File: config.mk
export PLATFORM = sky130hd
export DESIGN_NAME = control_unit_flat
export DESIGN_NICKNAME = d
export VERILOG_FILES = /design/src/rtl/control_unit_if.sv /design/src/rtl/control_unit.sv /design/src/flat_wrapper.sv
export SDC_FILE = /design/constraint.sdc
export NUM_CORES = 1
export LEC_CHECK = 0
export ABC_CLOCK_PERIOD_IN_PS = 5700
export CAP_MARGIN = 20
export CORE_AREA = 5 5 58 60
export CTS_CLUSTER_DIAMETER = 80
export CTS_CLUSTER_SIZE = 8
export DETAILED_ROUTE_END_ITERATION = 16
export DIE_AREA = 0 0 63 65
export PLACE_DENSITY = 0.65
export SLEW_MARGIN = 20
export SYNTH_ARGS = -nofsm -noshare
export SYNTH_HDL_FRONTEND = slang
export SYNTH_SLANG_ARGS = --single-unit
File: constraint.sdc
create_clock -name clk -period 5.7 [get_ports clk]
set_input_delay 1.14 -clock clk [delete_from_list [all_inputs] [get_ports clk]]
set_output_delay 1.14 -clock clk [all_outputs]
set_load 0.02 [all_outputs]
File: src/rtl/control_unit_if.sv
// Decoder bus: instruction fields in, registered datapath controls out.
interface control_unit_if;
    logic [6:0] opcode;
    logic [2:0] funct3;
    logic [6:0] funct7;
    logic [3:0] alu_op;
    logic       alu_src;
    logic       rf_we;
    logic       mem_re;
    logic       mem_we;
    logic [1:0] pc_src;
    logic [2:0] imm_sel;
    logic       illegal;

    // Fetch/issue side drives the fields and consumes the controls.
    modport master (
        output opcode, funct3, funct7,
        input  alu_op, alu_src, rf_we, mem_re, mem_we, pc_src, imm_sel, illegal
    );

    // Decoder side.
    modport slave (
        input  opcode, funct3, funct7,
        output alu_op, alu_src, rf_we, mem_re, mem_we, pc_src, imm_sel, illegal
    );
endinterface

File: src/rtl/control_unit.sv
// RV32I main decoder. Combinational decode of opcode/funct3/funct7,
// registered once so controls appear one clock after the fields.
module control_unit (
    input  logic           clk,
    input  logic           rst_n,
    control_unit_if.slave  bus
);
    localparam logic [3:0] ALU_ADD    = 4'b0000;
    localparam logic [3:0] ALU_SUB    = 4'b0001;
    localparam logic [3:0] ALU_SLL    = 4'b0010;
    localparam logic [3:0] ALU_SLT    = 4'b0011;
    localparam logic [3:0] ALU_SLTU   = 4'b0100;
    localparam logic [3:0] ALU_XOR    = 4'b0101;
    localparam logic [3:0] ALU_SRL    = 4'b0110;
    localparam logic [3:0] ALU_SRA    = 4'b0111;
    localparam logic [3:0] ALU_OR     = 4'b1000;
    localparam logic [3:0] ALU_AND    = 4'b1001;
    localparam logic [3:0] ALU_PASS_B = 4'b1010;

    localparam logic [2:0] IMM_I    = 3'b000;
    localparam logic [2:0] IMM_S    = 3'b001;
    localparam logic [2:0] IMM_B    = 3'b010;
    localparam logic [2:0] IMM_U    = 3'b011;
    localparam logic [2:0] IMM_J    = 3'b100;
    localparam logic [2:0] IMM_NONE = 3'b111;

    localparam logic [1:0] PC_PLUS4  = 2'b00;
    localparam logic [1:0] PC_BRANCH = 2'b01;
    localparam logic [1:0] PC_JAL    = 2'b10;
    localparam logic [1:0] PC_JALR   = 2'b11;

    localparam logic [6:0] OP_R      = 7'b0110011;
    localparam logic [6:0] OP_I      = 7'b0010011;
    localparam logic [6:0] OP_LOAD   = 7'b0000011;
    localparam logic [6:0] OP_STORE  = 7'b0100011;
    localparam logic [6:0] OP_BRANCH = 7'b1100011;
    localparam logic [6:0] OP_JAL    = 7'b1101111;
    localparam logic [6:0] OP_JALR   = 7'b1100111;
    localparam logic [6:0] OP_LUI    = 7'b0110111;
    localparam logic [6:0] OP_AUIPC  = 7'b0010111;

    localparam logic [6:0] F7_BASE = 7'b0000000;
    localparam logic [6:0] F7_ALT  = 7'b0100000;

    // funct3 -> ALU op for the base (funct7 = 0) R/I arithmetic forms.
    function automatic logic [3:0] base_alu(input logic [2:0] f3);
        case (f3)
            3'b000:  base_alu = ALU_ADD;
            3'b001:  base_alu = ALU_SLL;
            3'b010:  base_alu = ALU_SLT;
            3'b011:  base_alu = ALU_SLTU;
            3'b100:  base_alu = ALU_XOR;
            3'b101:  base_alu = ALU_SRL;
            3'b110:  base_alu = ALU_OR;
            default: base_alu = ALU_AND;
        endcase
    endfunction

    logic [3:0] alu_op_d;
    logic       alu_src_d;
    logic       rf_we_d;
    logic       mem_re_d;
    logic       mem_we_d;
    logic [1:0] pc_src_d;
    logic [2:0] imm_sel_d;
    logic       illegal_d;

    // Next-cycle controls. funct7/funct3 are only examined inside the
    // opcode arms that use them, so X on unused fields cannot leak out.
    always_comb begin
        alu_op_d  = ALU_ADD;
        alu_src_d = 1'b0;
        rf_we_d   = 1'b0;
        mem_re_d  = 1'b0;
        mem_we_d  = 1'b0;
        pc_src_d  = PC_PLUS4;
        imm_sel_d = IMM_NONE;
        illegal_d = 1'b0;

        case (bus.opcode)
            OP_R: begin
                rf_we_d = 1'b1;
                if (bus.funct7 == F7_BASE)
                    alu_op_d = base_alu(bus.funct3);
                else if (bus.funct7 == F7_ALT && bus.funct3 == 3'b000)
                    alu_op_d = ALU_SUB;
                else if (bus.funct7 == F7_ALT && bus.funct3 == 3'b101)
                    alu_op_d = ALU_SRA;
                else
                    illegal_d = 1'b1;
            end
            OP_I: begin
                rf_we_d   = 1'b1;
                alu_src_d = 1'b1;
                imm_sel_d = IMM_I;
                alu_op_d  = base_alu(bus.funct3);
                // Only the shift forms carry meaning in funct7.
                if (bus.funct3 == 3'b001) begin
                    if (bus.funct7 != F7_BASE) illegal_d = 1'b1;
                end else if (bus.funct3 == 3'b101) begin
                    if (bus.funct7 == F7_ALT)       alu_op_d  = ALU_SRA;
                    else if (bus.funct7 != F7_BASE) illegal_d = 1'b1;
                end
            end
            OP_LOAD: begin
                rf_we_d   = 1'b1;
                mem_re_d  = 1'b1;
                alu_src_d = 1'b1;
                imm_sel_d = IMM_I;
                case (bus.funct3)
                    3'b000, 3'b001, 3'b010, 3'b100, 3'b101: ;
                    default: illegal_d = 1'b1;
                endcase
            end
            OP_STORE: begin
                mem_we_d  = 1'b1;
                alu_src_d = 1'b1;
                imm_sel_d = IMM_S;
                case (bus.funct3)
                    3'b000, 3'b001, 3'b010: ;
                    default: illegal_d = 1'b1;
                endcase
            end
            OP_BRANCH: begin
                pc_src_d  = PC_BRANCH;
                imm_sel_d = IMM_B;
                case (bus.funct3)
                    3'b000, 3'b001: alu_op_d = ALU_SUB;
                    3'b100, 3'b101: alu_op_d = ALU_SLT;
                    3'b110, 3'b111: alu_op_d = ALU_SLTU;
                    default:        illegal_d = 1'b1;
                endcase
            end
            OP_JAL: begin
                rf_we_d   = 1'b1;
                pc_src_d  = PC_JAL;
                imm_sel_d = IMM_J;
            end
            OP_JALR: begin
                rf_we_d   = 1'b1;
                pc_src_d  = PC_JALR;
                alu_src_d = 1'b1;
                imm_sel_d = IMM_I;
                if (bus.funct3 != 3'b000) illegal_d = 1'b1;
            end
            OP_LUI: begin
                rf_we_d   = 1'b1;
                alu_src_d = 1'b1;
                alu_op_d  = ALU_PASS_B;
                imm_sel_d = IMM_U;
            end
            OP_AUIPC: begin
                rf_we_d   = 1'b1;
                alu_src_d = 1'b1;
                imm_sel_d = IMM_U;
            end
            default: illegal_d = 1'b1;
        endcase

        // A trapping instruction must have no architectural side effects,
        // so collapse everything back to the NOP pattern.
        if (illegal_d) begin
            alu_op_d  = ALU_ADD;
            alu_src_d = 1'b0;
            rf_we_d   = 1'b0;
            mem_re_d  = 1'b0;
            mem_we_d  = 1'b0;
            pc_src_d  = PC_PLUS4;
            imm_sel_d = IMM_NONE;
        end
    end

    // Output register; reset clears everything and drops the pending decode.
    always_ff @(posedge clk) begin
        if (!rst_n) begin
            bus.alu_op  <= 4'b0000;
            bus.alu_src <= 1'b0;
            bus.rf_we   <= 1'b0;
            bus.mem_re  <= 1'b0;
            bus.mem_we  <= 1'b0;
            bus.pc_src  <= 2'b00;
            bus.imm_sel <= 3'b000;
            bus.illegal <= 1'b0;
        end else begin
            bus.alu_op  <= alu_op_d;
            bus.alu_src <= alu_src_d;
            bus.rf_we   <= rf_we_d;
            bus.mem_re  <= mem_re_d;
            bus.mem_we  <= mem_we_d;
            bus.pc_src  <= pc_src_d;
            bus.imm_sel <= imm_sel_d;
            bus.illegal <= illegal_d;
        end
    end
endmodule

File: src/flat_wrapper.sv
// flat-port wrapper written by rule: the top's interface ports become plain ports
module control_unit_flat 
  (clk, rst_n, bus_opcode, bus_funct3, bus_funct7, bus_alu_op, bus_alu_src, bus_rf_we, bus_mem_re, bus_mem_we, bus_pc_src, bus_imm_sel, bus_illegal);
  control_unit_if bus_i ();
  input  logic clk;
  input  logic rst_n;
  input wire logic [$bits(bus_i.opcode)-1:0] bus_opcode;
  input wire logic [$bits(bus_i.funct3)-1:0] bus_funct3;
  input wire logic [$bits(bus_i.funct7)-1:0] bus_funct7;
  output wire logic [$bits(bus_i.alu_op)-1:0] bus_alu_op;
  output wire logic [$bits(bus_i.alu_src)-1:0] bus_alu_src;
  output wire logic [$bits(bus_i.rf_we)-1:0] bus_rf_we;
  output wire logic [$bits(bus_i.mem_re)-1:0] bus_mem_re;
  output wire logic [$bits(bus_i.mem_we)-1:0] bus_mem_we;
  output wire logic [$bits(bus_i.pc_src)-1:0] bus_pc_src;
  output wire logic [$bits(bus_i.imm_sel)-1:0] bus_imm_sel;
  output wire logic [$bits(bus_i.illegal)-1:0] bus_illegal;
  assign bus_i.opcode = bus_opcode;
  assign bus_i.funct3 = bus_funct3;
  assign bus_i.funct7 = bus_funct7;
  assign bus_alu_op = bus_i.alu_op;
  assign bus_alu_src = bus_i.alu_src;
  assign bus_rf_we = bus_i.rf_we;
  assign bus_mem_re = bus_i.mem_re;
  assign bus_mem_we = bus_i.mem_we;
  assign bus_pc_src = bus_i.pc_src;
  assign bus_imm_sel = bus_i.imm_sel;
  assign bus_illegal = bus_i.illegal;
  control_unit u_core (.clk(clk), .rst_n(rst_n), .bus(bus_i));
endmodule
Word level (Yosys, flattened, before mapping)
Cells that the tools add are included.

Flip-flop bits (word level): 14. Output and inout port bits: 14.

Equal/unequal tests: 17. Mux-type cells: 28. Bitwise logic cells: 1. Reductions and logical operators: 18.

Operator list (count): 7-bit by 6-bit == test with 1-bit output, second input constant (4); 4-bit one-hot mux with 7 select lines (1); 7-bit == test, second input constant (3); 4-bit two-way mux (5); 4-bit one-hot mux with 4 select lines (1); 1-bit two-way mux (15); 3-bit one-hot mux with 5 select lines (1); 7-bit by 5-bit == test with 1-bit output, second input constant (2); 3-bit == test, second input constant (4); 6-bit OR reduction (2); 2-bit OR reduction (5); 3-bit one-hot mux with 3 select lines (1); 3-bit OR reduction (3); 7-bit by 2-bit == test with 1-bit output, second input constant (1); 7-bit zero test (1); 1-bit one-hot mux with 7 select lines (1); 7-bit nonzero test (1); 7-bit OR reduction (1); 3-bit by 2-bit == test with 1-bit output, second input constant (2); 3-bit two-way mux (2); 2-bit one-hot mux with 3 select lines (1); 5-bit OR reduction (1); 3-bit by 1-bit == test with 1-bit output, second input constant (1); 3-bit zero test (1); other kinds (3) (4).

Depth between registers and ports, before layout
Gate-level depths: netlist (run 1).

Word-level depth: 7. Gate-level depth with buffers: 7. Gate-level depth less buffers: 5.

Worst setup path before layout (run 1)
OpenSTA, ideal clock, no wires.

Kind: input to register. Start point: input bus_opcode[3]. End point: register u_core.bus.imm_sel[1]. Data arrival time: 2469 ps. Data required time: 5575 ps. Setup slack: 3106 ps. Stages: 6. Buffers on the path: 2. Cells stage by stage: buf_4 -> nor4bb_1 -> buf_4 -> a22oi_2 -> a311o_1 -> o41a_1.

Cells in the longest elaborated chain, start to end: 4. Elaborated cells between the ends (all ways): 15.

Ends and longest elaborated chain: start: declaration (line flat_wrapper.sv:7) `input wire logic [$bits(bus_i.opcode)-1:0] bus_opcode;`; 7-bit == test (tied with other cells) (line control_unit.sv:80) `case (bus.opcode)`; 3-bit OR reduction (no line) or 2-bit OR reduction (tied branches); 1-bit one-hot mux with 7 select lines or 3-bit one-hot mux with 5 select lines (tied branches) (line control_unit.sv:80); 3-bit two-way mux * (line control_unit.sv:162) `if (illegal_d) begin`; end signal: assignment (line control_unit.sv:191) `bus.imm_sel <= imm_sel_d;`; end: declaration (line control_unit_if.sv:24) `output alu_op, alu_src, rf_we, mem_re, mem_we, pc_src, imm_sel, illegal`.

Every way passes the cells marked *; elsewhere a longest branch is shown, timed or not. A chain may end at the register's enable or synchronous reset.

Final worst setup path (run 1)
Same ends and word-level chain as after synthesis.

==> reports/metrics.cfg, run 1 <==
[status]
status=finished clean

[timing]
setup_slack_ns=2.36
setup_violations=0
hold_viol=0
period_needed_ns=3.34
fmax_mhz=299
slew_viol_final=0
rsz0062_at_grt=false
worst_pin_slew_ns=0.798
tns_ns=0
period_share=0.587
slew_headroom=0.461

[logic_synthesis]
ys_seq_elements=14
yosysTopAreaCell=dfxtp_1
mappedNetlistArea_um2=1020
synth_cells=131
async_reset_ff_frac=0
yosysMostFrequentCell=nor2_1
synth_edf_count=0
synth_area_per_cell_um2=7.76
seq_area_frac_synth=0.276
syn_nets=150
synth.top_cell.area_share=0.276
synth_common_cells=nor2_1 (16), dfxtp_1 (14), nand2_1 (12)
synthFlopType=dfxtp_1
synth.area.top_cells=dfxtp_1 (28%), nor2_1 (5.9%), o21ai_0 (4.9%), nand2_1 (4.4%), nand3_1 (3.9%)
synth.distinct_cells=48
synth_warnings=0

[floorplan]
dieArea_um2=4100
die_h_um=65
rows=20
die_w_um=63
io_pins=33
initial_core_util=0.353
core-area_um2=2880

[placement]
dp.final_hpwl_mm=2.15
dpl_cell_area_um2=1310
gp_congestion=0.812
pre_cts_slack_ns=1.77
port_buffers=32

[final_layout]
n_fill_cell=297
multi_input_comb_area_um2=667
seq_area_um2=280
antenna_cells=0
design_area_um2=1360
area_delta_synth_final_pct=33.5
final_net_count=175
drive_gt1_frac=0.116

[power]
vdd_drop_max_uv=107
powerDensity_nw_per_um2=166
p_leak_uw=0.000441

[clock_tree]
root_buffer=clkbuf_4
cts_tree=built
post_cts_resized=0
cts_hold_buf=0
cts_buffer_depth=2
cts_buffers=3
htreeDepth=1
path_clk_slew_ns=0.08
cts_sinks=14
post-cts-setup-buffers=0

[drt]
drt-total-wl_mm=2.82
met3WireLength_um=133
top_layer_used=met4
drt-initial-drc-count=29
wl_met2_mm=1.37
viasPerCell=5.72
drt-met1-wl_mm=1.29
wire_per_inst_um=15.0
vias=1076
postRouteAntennaNets=0
remaining_drc_errors=0
first_pass_iters=4

[setup_path]
crit_slowest_cell=nor4bb_2
cp_common_cell=nand2_1
criticalPathCategory=input port to flip-flop
crit_required_ns=5.92
cp_data_arrival_time_ns=3.57
startpoint_type=input port
path_cells=clkdlybuf4s50_1 > nor4bb_2 > nand2_1 > a221o_1 > nand2_1 > o41a_1
cp-end-kind=flip-flop
max_stage_delay_ns=0.78
crit_path_max_fanout=9

[global_route]
grt_pass1_vias=1098
grt_use_total=0.147
antenna_found_initial=0
grt_pass1_wl_mm=4.95
grt_max_degree=19
overflow=0

[job]
cap_violations=0

[worst_hold_path]
hp-class=input port to flip-flop

-- state kept, by name, indices dropped and copies added, names as in the netlist --
name                flops
u_core.bus.illegal      1
u_core.bus.alu_src      1
u_core.bus.alu_op       4
u_core.bus.pc_src       2
u_core.bus.mem_re       1
u_core.bus.rf_we        1
u_core.bus.imm_sel      3
u_core.bus.mem_we       1
-- through the flow --
| stage | hold WS, ns | util | total power, uW | instances |
|---|---|---|---|---|
| global placement | 1.81 | 0.457 | 156 | 184 |
| global route | 1.54 | 0.471 | 238 | 188 |
| detailed placement | 1.82 | 0.457 | 157 | 184 |
| CTS | 1.52 | 0.469 | 229 | 188 |
| floorplan | 1.26 | - | 136 | 131 |
| finish | 1.53 | 0.471 | 225 | 188 |
-- report_power, final --
part	switching [uW]	internal, uW	leakage (uW)
logic	30.3	25.1	0.000306
clock network	31.0	38.8	0.0000210
registers	0.371	99.5	0.000114
total	61.7	163	0.000441
-- worst paths after layout --
path / from / end / cells past startpoint
worst max-delay path: bus_opcode[3] / u_core.bus.imm_sel[1] / 6
worst min-delay path: rst_n / u_core.bus.illegal / 2
-- layer usage --
layer,vias up,track usage
met2,25,0.258
met3,4,0.0399
met1,514,0.175
met5,-,0
li1,533,-
met4,0,0.0371
-- critical path: cells and delay by family --
family / cells / cell delay (ns)
buffers and inverters: 1 / 0.59
AND/OR/NAND/NOR: 3 / 1.25
AO/OA/AOI/OAI: 2 / 0.59
-- cell families (layout without fill, tap and decap cells) --
group / Yosys count / in the layout / synth area share
and+or+nand+nor: 57 / 57 / 0.317
AOI/OAI and AO/OA: 43 / 43 / 0.317
buffers and inverters: 15 / 39 / 0.0739
DFF: 14 / 14 / 0.276
xor gates and xnor gates: 2 / 2 / 0.0172
-- cells in the final DEF (no fill, tap or decap), drive strengths merged, types with 2 or more instances in the layout --
| cell | netlist | layout |
|---|---|---|
| a21o | 2 | 2 |
| a311o | 2 | 2 |
| o21ai | 11 | 11 |
| nand3 | 8 | 8 |
| nor2 | 16 | 16 |
| inv | 3 | 3 |
| nor3 | 2 | 2 |
| clkbuf | 6 | 4 |
| nand2 | 12 | 12 |
| a22oi | 4 | 4 |
| o31a | 2 | 2 |
| a21oi | 4 | 4 |
| and3 | 3 | 3 |
| nand2b | 5 | 5 |
| dfxtp | 14 | 14 |
| nor3b | 2 | 2 |
| o22ai | 3 | 3 |
| clkdlybuf4s50 | 0 | 32 |
| o21a | 2 | 2 |
| nand4 | 3 | 3 |
-- cell type report --
type | count | share of cell area
clock buffer | 4 | 0.0268
multi-input combinational | 102 | 0.492
inverter | 3 | 0.00830
timing repair buffer | 32 | 0.236
tap | 33 | 0.0304
sequential | 14 | 0.207
No activity file was read; power rests on OpenSTA's default activity.
==> run 2, diff against run 1 <==
--- a/config.mk
+++ b/config.mk
@@ -5,14 +5,14 @@
 export SDC_FILE = /design/constraint.sdc
 export NUM_CORES = 1
 export LEC_CHECK = 0
-export ABC_CLOCK_PERIOD_IN_PS = 5700
+export ABC_CLOCK_PERIOD_IN_PS = 2700
 export CAP_MARGIN = 20
 export CORE_AREA = 5 5 58 60
 export CTS_CLUSTER_DIAMETER = 80
 export CTS_CLUSTER_SIZE = 8
 export DETAILED_ROUTE_END_ITERATION = 16
 export DIE_AREA = 0 0 63 65
-export PLACE_DENSITY = 0.65
+export PLACE_DENSITY = 0.68
 export SLEW_MARGIN = 20
 export SYNTH_ARGS = -nofsm -noshare
 export SYNTH_HDL_FRONTEND = slang
==> constraint.sdc (replaced) <==
create_clock -name clk -period 2.7 [get_ports clk]
set_input_delay 0.54 -clock clk [delete_from_list [all_inputs] [get_ports clk]]
set_output_delay 0.54 -clock clk [all_outputs]
set_load 0.02 [all_outputs]
==> reports/metrics.cfg, run 2 (same netlist as run 1, synthesis figures left out) <==
[timing]
setup_slack_ns=0.517  ; was 2.36 ns
slew_headroom=0.676  ; was 0.461
hold_viol=0  ; unchanged
fmax_mhz=458
rsz0062_at_grt=false  ; unchanged
tns_ns=0  ; unchanged
slew_viol_final=0  ; unchanged
setup_violations=0  ; unchanged
worst_pin_slew_ns=0.473  ; was 0.798 ns
period_needed_ns=2.18
period_share=0.809

[status]
status=finished clean  ; unchanged

[final_layout]
top_register=u_core.bus.alu_op  ; unchanged
final_cell_mix=clkdlybuf4s50_1 (32), nor2_1 (16), dfxtp_1 (14)  ; unchanged
layout_commonest_cell=clkdlybuf4s50_1  ; unchanged
area_delta_synth_final_pct=41.7  ; was 33.5%
n_fill_cell=278  ; was 297
largest_reg_flops=4  ; unchanged
final_cells=200  ; was 188
antenna_cells=0  ; unchanged
multi_input_comb_area_um2=661  ; was 667 um2
reg_top3=u_core.bus.alu_op (4), u_core.bus.imm_sel (3), u_core.bus.pc_src (2)  ; unchanged
drive_gt1_frac=0.174  ; was 0.116
final_net_count=187  ; was 175
seq_area_um2=280  ; unchanged

[global_route]
met3_usage=0.0520  ; was 0.0399
met1_usage=0.174  ; was 0.175
busiest_layer=met2  ; unchanged
grt_use_total=0.154  ; was 0.147
grt_pass1_wl_mm=5.19  ; was 4.95 mm
grt_max_degree=16  ; was 19
grt_pass1_vias=1109  ; was 1,098
grt.met2_usage=0.278  ; was 0.258
overflow=0  ; unchanged
antenna_found_initial=0  ; unchanged

[power]
p_leak_uw=0.000499  ; was 0.000441 uW
vdd_drop_max_uv=253  ; was 107 uV
powerDensity_nw_per_um2=342  ; was 166 nW/um2

[placement]
dp.final_hpwl_mm=2.35  ; was 2.15 mm
port_buffers=32  ; unchanged
place.detailed.instances=196  ; was 184
gp_congestion=0.892  ; was 0.812
pre_cts_slack_ns=0.218  ; was 1.77 ns

[clock_tree]
htreeDepth=1  ; unchanged
root_buffer=clkbuf_4  ; unchanged
cts_tree=built  ; unchanged
cts_buffers=3  ; unchanged
path_clk_slew_ns=0.08  ; about the same
cts_hold_buf=0  ; unchanged
cts_sinks=14  ; unchanged
cts_buffer_depth=2  ; unchanged
post_cts_resized=0  ; unchanged
post-cts-setup-buffers=0  ; unchanged

[setup_path]
criticalPathCategory=input port to flip-flop  ; unchanged
startpoint=bus_opcode[0]  ; was bus_opcode[3]
cp-end-kind=flip-flop  ; unchanged
cp_data_arrival_time_ns=2.36  ; was 3.57 ns
crit_required_ns=2.87  ; was 5.92 ns
crit_path_max_fanout=8  ; was 9
startpoint_type=input port  ; unchanged

[worst_hold_path]
min_from=rst_n  ; unchanged
hold_depth=2  ; unchanged
hp-class=input port to flip-flop  ; unchanged

[drt]
wire_per_inst_um=14.7  ; was 15.0 um
remaining_drc_errors=0  ; unchanged
vias=1200  ; was 1,076
drt-total-wl_mm=2.94  ; was 2.82 mm
viasPerCell=6.00  ; was 5.72
postRouteAntennaNets=0  ; unchanged
drt-initial-drc-count=73  ; was 29
first_pass_iters=4  ; unchanged

[floorplan]
dieArea_um2=4100  ; unchanged
core-area_um2=2880  ; unchanged
io_pins=33  ; unchanged
die_h_um=65  ; unchanged
rows=20  ; unchanged
die_w_um=63  ; unchanged
initial_core_util=0.353  ; unchanged

[job]
cap_violations=0  ; unchanged

## run 2: stage by stage
stage               instance area, um2  power, uW  hold slack (ns)   util
finish                            1440        492            0.919  0.500
global route                      1440        524            0.924  0.500
CTS                               1440        497            0.920  0.500
detailed placement                1400        343             1.22  0.488
global placement                  1400        342             1.21  0.488
floorplan                         1020        286            0.658      -
## run 2: report_power, final
| part | switching (uW) | internal (uW) | leakage, uW |
|---|---|---|---|
| Sequential | 0.796 | 210 | 0.000114 |
| Clock | 69.4 | 82.2 | 0.0000210 |
| Combinational | 66.0 | 63.5 | 0.000364 |
| Total | 136 | 356 | 0.000499 |
## run 2: cell type report
type,count,share of cell area
Tap cell,33,0.0287
Sequential cell,14,0.195
Inverter,3,0.00782
Multi-Input combinational cell,102,0.459
Timing Repair Buffer,44,0.285
Clock buffer,4,0.0252
## run 2: final timing paths
path / end / slack, ns
max: u_core.bus.imm_sel[1] / 0.52
min: u_core.bus.imm_sel[2] / 0.92
## run 2: routing by layer
layer  wire length, um  up-vias
met4                19        0
met3               232        4
met2              1530       60
met5                 0        -
li1                  -      560
met1              1170      576
## run 2: critical path, stage by stage
cell and delay (ns):
clkdlybuf4s50_1 0.52, nor4bb_1 0.28, buf_4 0.20, a22oi_2 0.08, a311o_1 0.33, o41a_1 0.41
==> run 3, diff against run 2 <==
--- a/config.mk
+++ b/config.mk
@@ -5,14 +5,14 @@
 export SDC_FILE = /design/constraint.sdc
 export NUM_CORES = 1
 export LEC_CHECK = 0
-export ABC_CLOCK_PERIOD_IN_PS = 2700
+export ABC_CLOCK_PERIOD_IN_PS = 2100
 export CAP_MARGIN = 20
 export CORE_AREA = 5 5 58 60
 export CTS_CLUSTER_DIAMETER = 80
 export CTS_CLUSTER_SIZE = 8
 export DETAILED_ROUTE_END_ITERATION = 16
 export DIE_AREA = 0 0 63 65
-export PLACE_DENSITY = 0.68
+export PLACE_DENSITY = 0.65
 export SLEW_MARGIN = 20
 export SYNTH_ARGS = -nofsm -noshare
 export SYNTH_HDL_FRONTEND = slang
==> constraint.sdc (replaced) <==
create_clock -name clk -period 2.1 [get_ports clk]
set_input_delay 0.42 -clock clk [delete_from_list [all_inputs] [get_ports clk]]
set_output_delay 0.42 -clock clk [all_outputs]
set_load 0.02 [all_outputs]
==> reports/metrics.cfg, run 3 (same netlist as run 1, synthesis figures left out) <==
[status]
status=finished clean  ; unchanged

[timing]
tns_ns=0  ; unchanged
worst_pin_slew_ns=0.376  ; was 0.473 ns
setup_slack_ns=0.0556  ; was 0.517 ns
setup_violations=0  ; unchanged
hold_viol=0  ; unchanged
fmax_mhz=489
period_share=0.974
rsz0062_at_grt=true  ; was false
period_needed_ns=2.04
slew_viol_final=0  ; unchanged
slew_headroom=0.749  ; was 0.676

[final_layout]
fin_util=0.585  ; was 0.500
n_fill_cell=280  ; was 278
top_register=u_core.bus.alu_op  ; unchanged
area_delta_synth_final_pct=65.8  ; was 41.7%
largest_reg_flops=4  ; unchanged
design_area_um2=1680  ; was 1440 um2
final_cell_mix=buf_4 (45), clkdlybuf4s50_1 (31), nor2_1 (16)  ; was clkdlybuf4s50_1 (32), nor2_1 (16), dfxtp_1 (14)
drive_gt1_frac=0.312  ; was 0.174
reg_top3=u_core.bus.alu_op (4), u_core.bus.imm_sel (3), u_core.bus.pc_src (2)  ; unchanged
antenna_cells=0  ; unchanged
layout_commonest_cell=buf_4  ; was clkdlybuf4s50_1
final_net_count=220  ; was 187

[clock_tree]
cts_buffers=3  ; unchanged
cts_tree=built  ; unchanged
cts_buffer_depth=2  ; unchanged
path_clk_slew_ns=0.07  ; was 0.08 ns
htreeDepth=1  ; unchanged
cts_sinks=14  ; unchanged
cts_hold_buf=0  ; unchanged
root_buffer=clkbuf_4  ; unchanged

[drt]
drt-initial-drc-count=61  ; was 73
postRouteAntennaNets=0  ; unchanged
remaining_drc_errors=0  ; unchanged
vias=1253  ; was 1,200
drt-total-wl_mm=3.27  ; was 2.94 mm
wire_per_inst_um=14.1  ; was 14.7 um
viasPerCell=5.40  ; was 6.00
first_pass_iters=4  ; unchanged

[power]
vdd_drop_max_uv=272  ; was 253 uV
total_power_uw=623  ; was 492 uW
p_leak_uw=0.000662  ; was 0.000499 uW
powerDensity_nw_per_um2=370  ; was 342 nW/um2

[global_route]
grt_pass1_wl_mm=5.60  ; was 5.19 mm
overflow=0  ; unchanged
grt_max_degree=16  ; unchanged
grt_use_total=0.168  ; was 0.154
grt_pass1_vias=1277  ; was 1,109
antenna_found_initial=0  ; unchanged

[worst_hold_path]
min_from=bus_opcode[3]  ; was rst_n
hold_depth=3  ; was 2
hp-class=input port to flip-flop  ; unchanged
worst_hold_path.endpoint=u_core.bus.alu_src  ; was u_core.bus.imm_sel[2]

[floorplan]
die_h_um=65  ; unchanged
rows=20  ; unchanged
dieArea_um2=4100  ; unchanged
io_pins=33  ; unchanged
die_w_um=63  ; unchanged
initial_core_util=0.353  ; unchanged
core-area_um2=2880  ; unchanged

[placement]
dpl_cell_area_um2=1640  ; was 1400 um2
gp_congestion=0.861  ; was 0.892
dp.final_hpwl_mm=2.62  ; was 2.35 mm
pre_cts_slack_ns=-0.281  ; was 0.218 ns
port_buffers=32  ; unchanged

[setup_path]
startpoint=bus_funct3[2]  ; was bus_opcode[0]
startpoint_type=input port  ; unchanged
criticalPathCategory=input port to flip-flop  ; unchanged
crit_required_ns=2.26  ; was 2.87 ns
crit_path_max_fanout=8  ; unchanged
cp-end-kind=flip-flop  ; unchanged
cp_data_arrival_time_ns=2.21  ; was 2.36 ns

[job]
cap_violations=0  ; unchanged

==> run 3: changes by cell type in the layout (fill, tap and decap cells not counted) <==
cell / before / now
a2111oi_0: 1 / 0
a2111oi_1: 0 / 1
buf_4: 12 / 45
clkbuf_8: 1 / 0
clkdlybuf4s50_1: 32 / 31
dlymetal6s2s_1: 0 / 1
nor4bb_1: 1 / 0
nor4bb_2: 0 / 1
==> run 3: power breakdown <==
group	switching, uW	leakage (uW)	internal [uW]
logic	94.8	0.000534	115
registers	1.29	0.000114	270
clock network	76.0	0.0000138	66.3
==> run 3: worst max-delay path by stage <==
stage,endpoint,depth (start not counted)
6_report,u_core.bus.rf_we,8
3_3_place_gp,u_core.bus.imm_sel[1],7
4_1_cts,u_core.bus.imm_sel[1],6
5_1_grt,u_core.bus.mem_re,7
2_1_floorplan,u_core.bus.imm_sel[1],6
3_5_place_dp,u_core.bus.imm_sel[1],7
==> run 3: layer usage <==
layer | GRT usage | wire [um] | up-vias
li1 | - | - | 623
met1 | 0.190 | 1410 | 577
met2 | 0.295 | 1630 | 45
met3 | 0.0451 | 169 | 8
met4 | 0.0663 | 65 | 0
met5 | 0 | 0 | -
==> run 3: area by class of cell <==
| cell class | instances | area [um2] | share of cell area |
|---|---|---|---|
| timing repair buffer | 77 | 661 | 0.392 |
| inverter | 3 | 11.3 | 0.00669 |
| clock buffer | 3 | 22.5 | 0.0134 |
| tap | 33 | 41.3 | 0.0245 |
| sequential | 14 | 280 | 0.166 |
| multi-input combinational | 102 | 668 | 0.397 |
==> run 3: worst max-delay path, stage by stage <==
cell	delay (ns)
clkdlybuf4s50_1	0.49
xor2_1	0.22
o21ai_1	0.10
buf_4	0.14
buf_4	0.12
a2111o_1	0.45
nand4_4	0.19
nor2_1	0.07
==> run 3: metrics by stage <==
step                hold WS (ns)  std cells
CTS                        0.813        232
global route               0.610        232
floorplan                  0.538        131
global placement            1.09        227
finish                     0.599        232
detailed placement          1.10        227
==> run 3: repair_timing <==
action	CTS	global route
setup endpoints to repair	1	11
pin swaps	2	6
gates resized for setup	0	3
buffers inserted	2	0
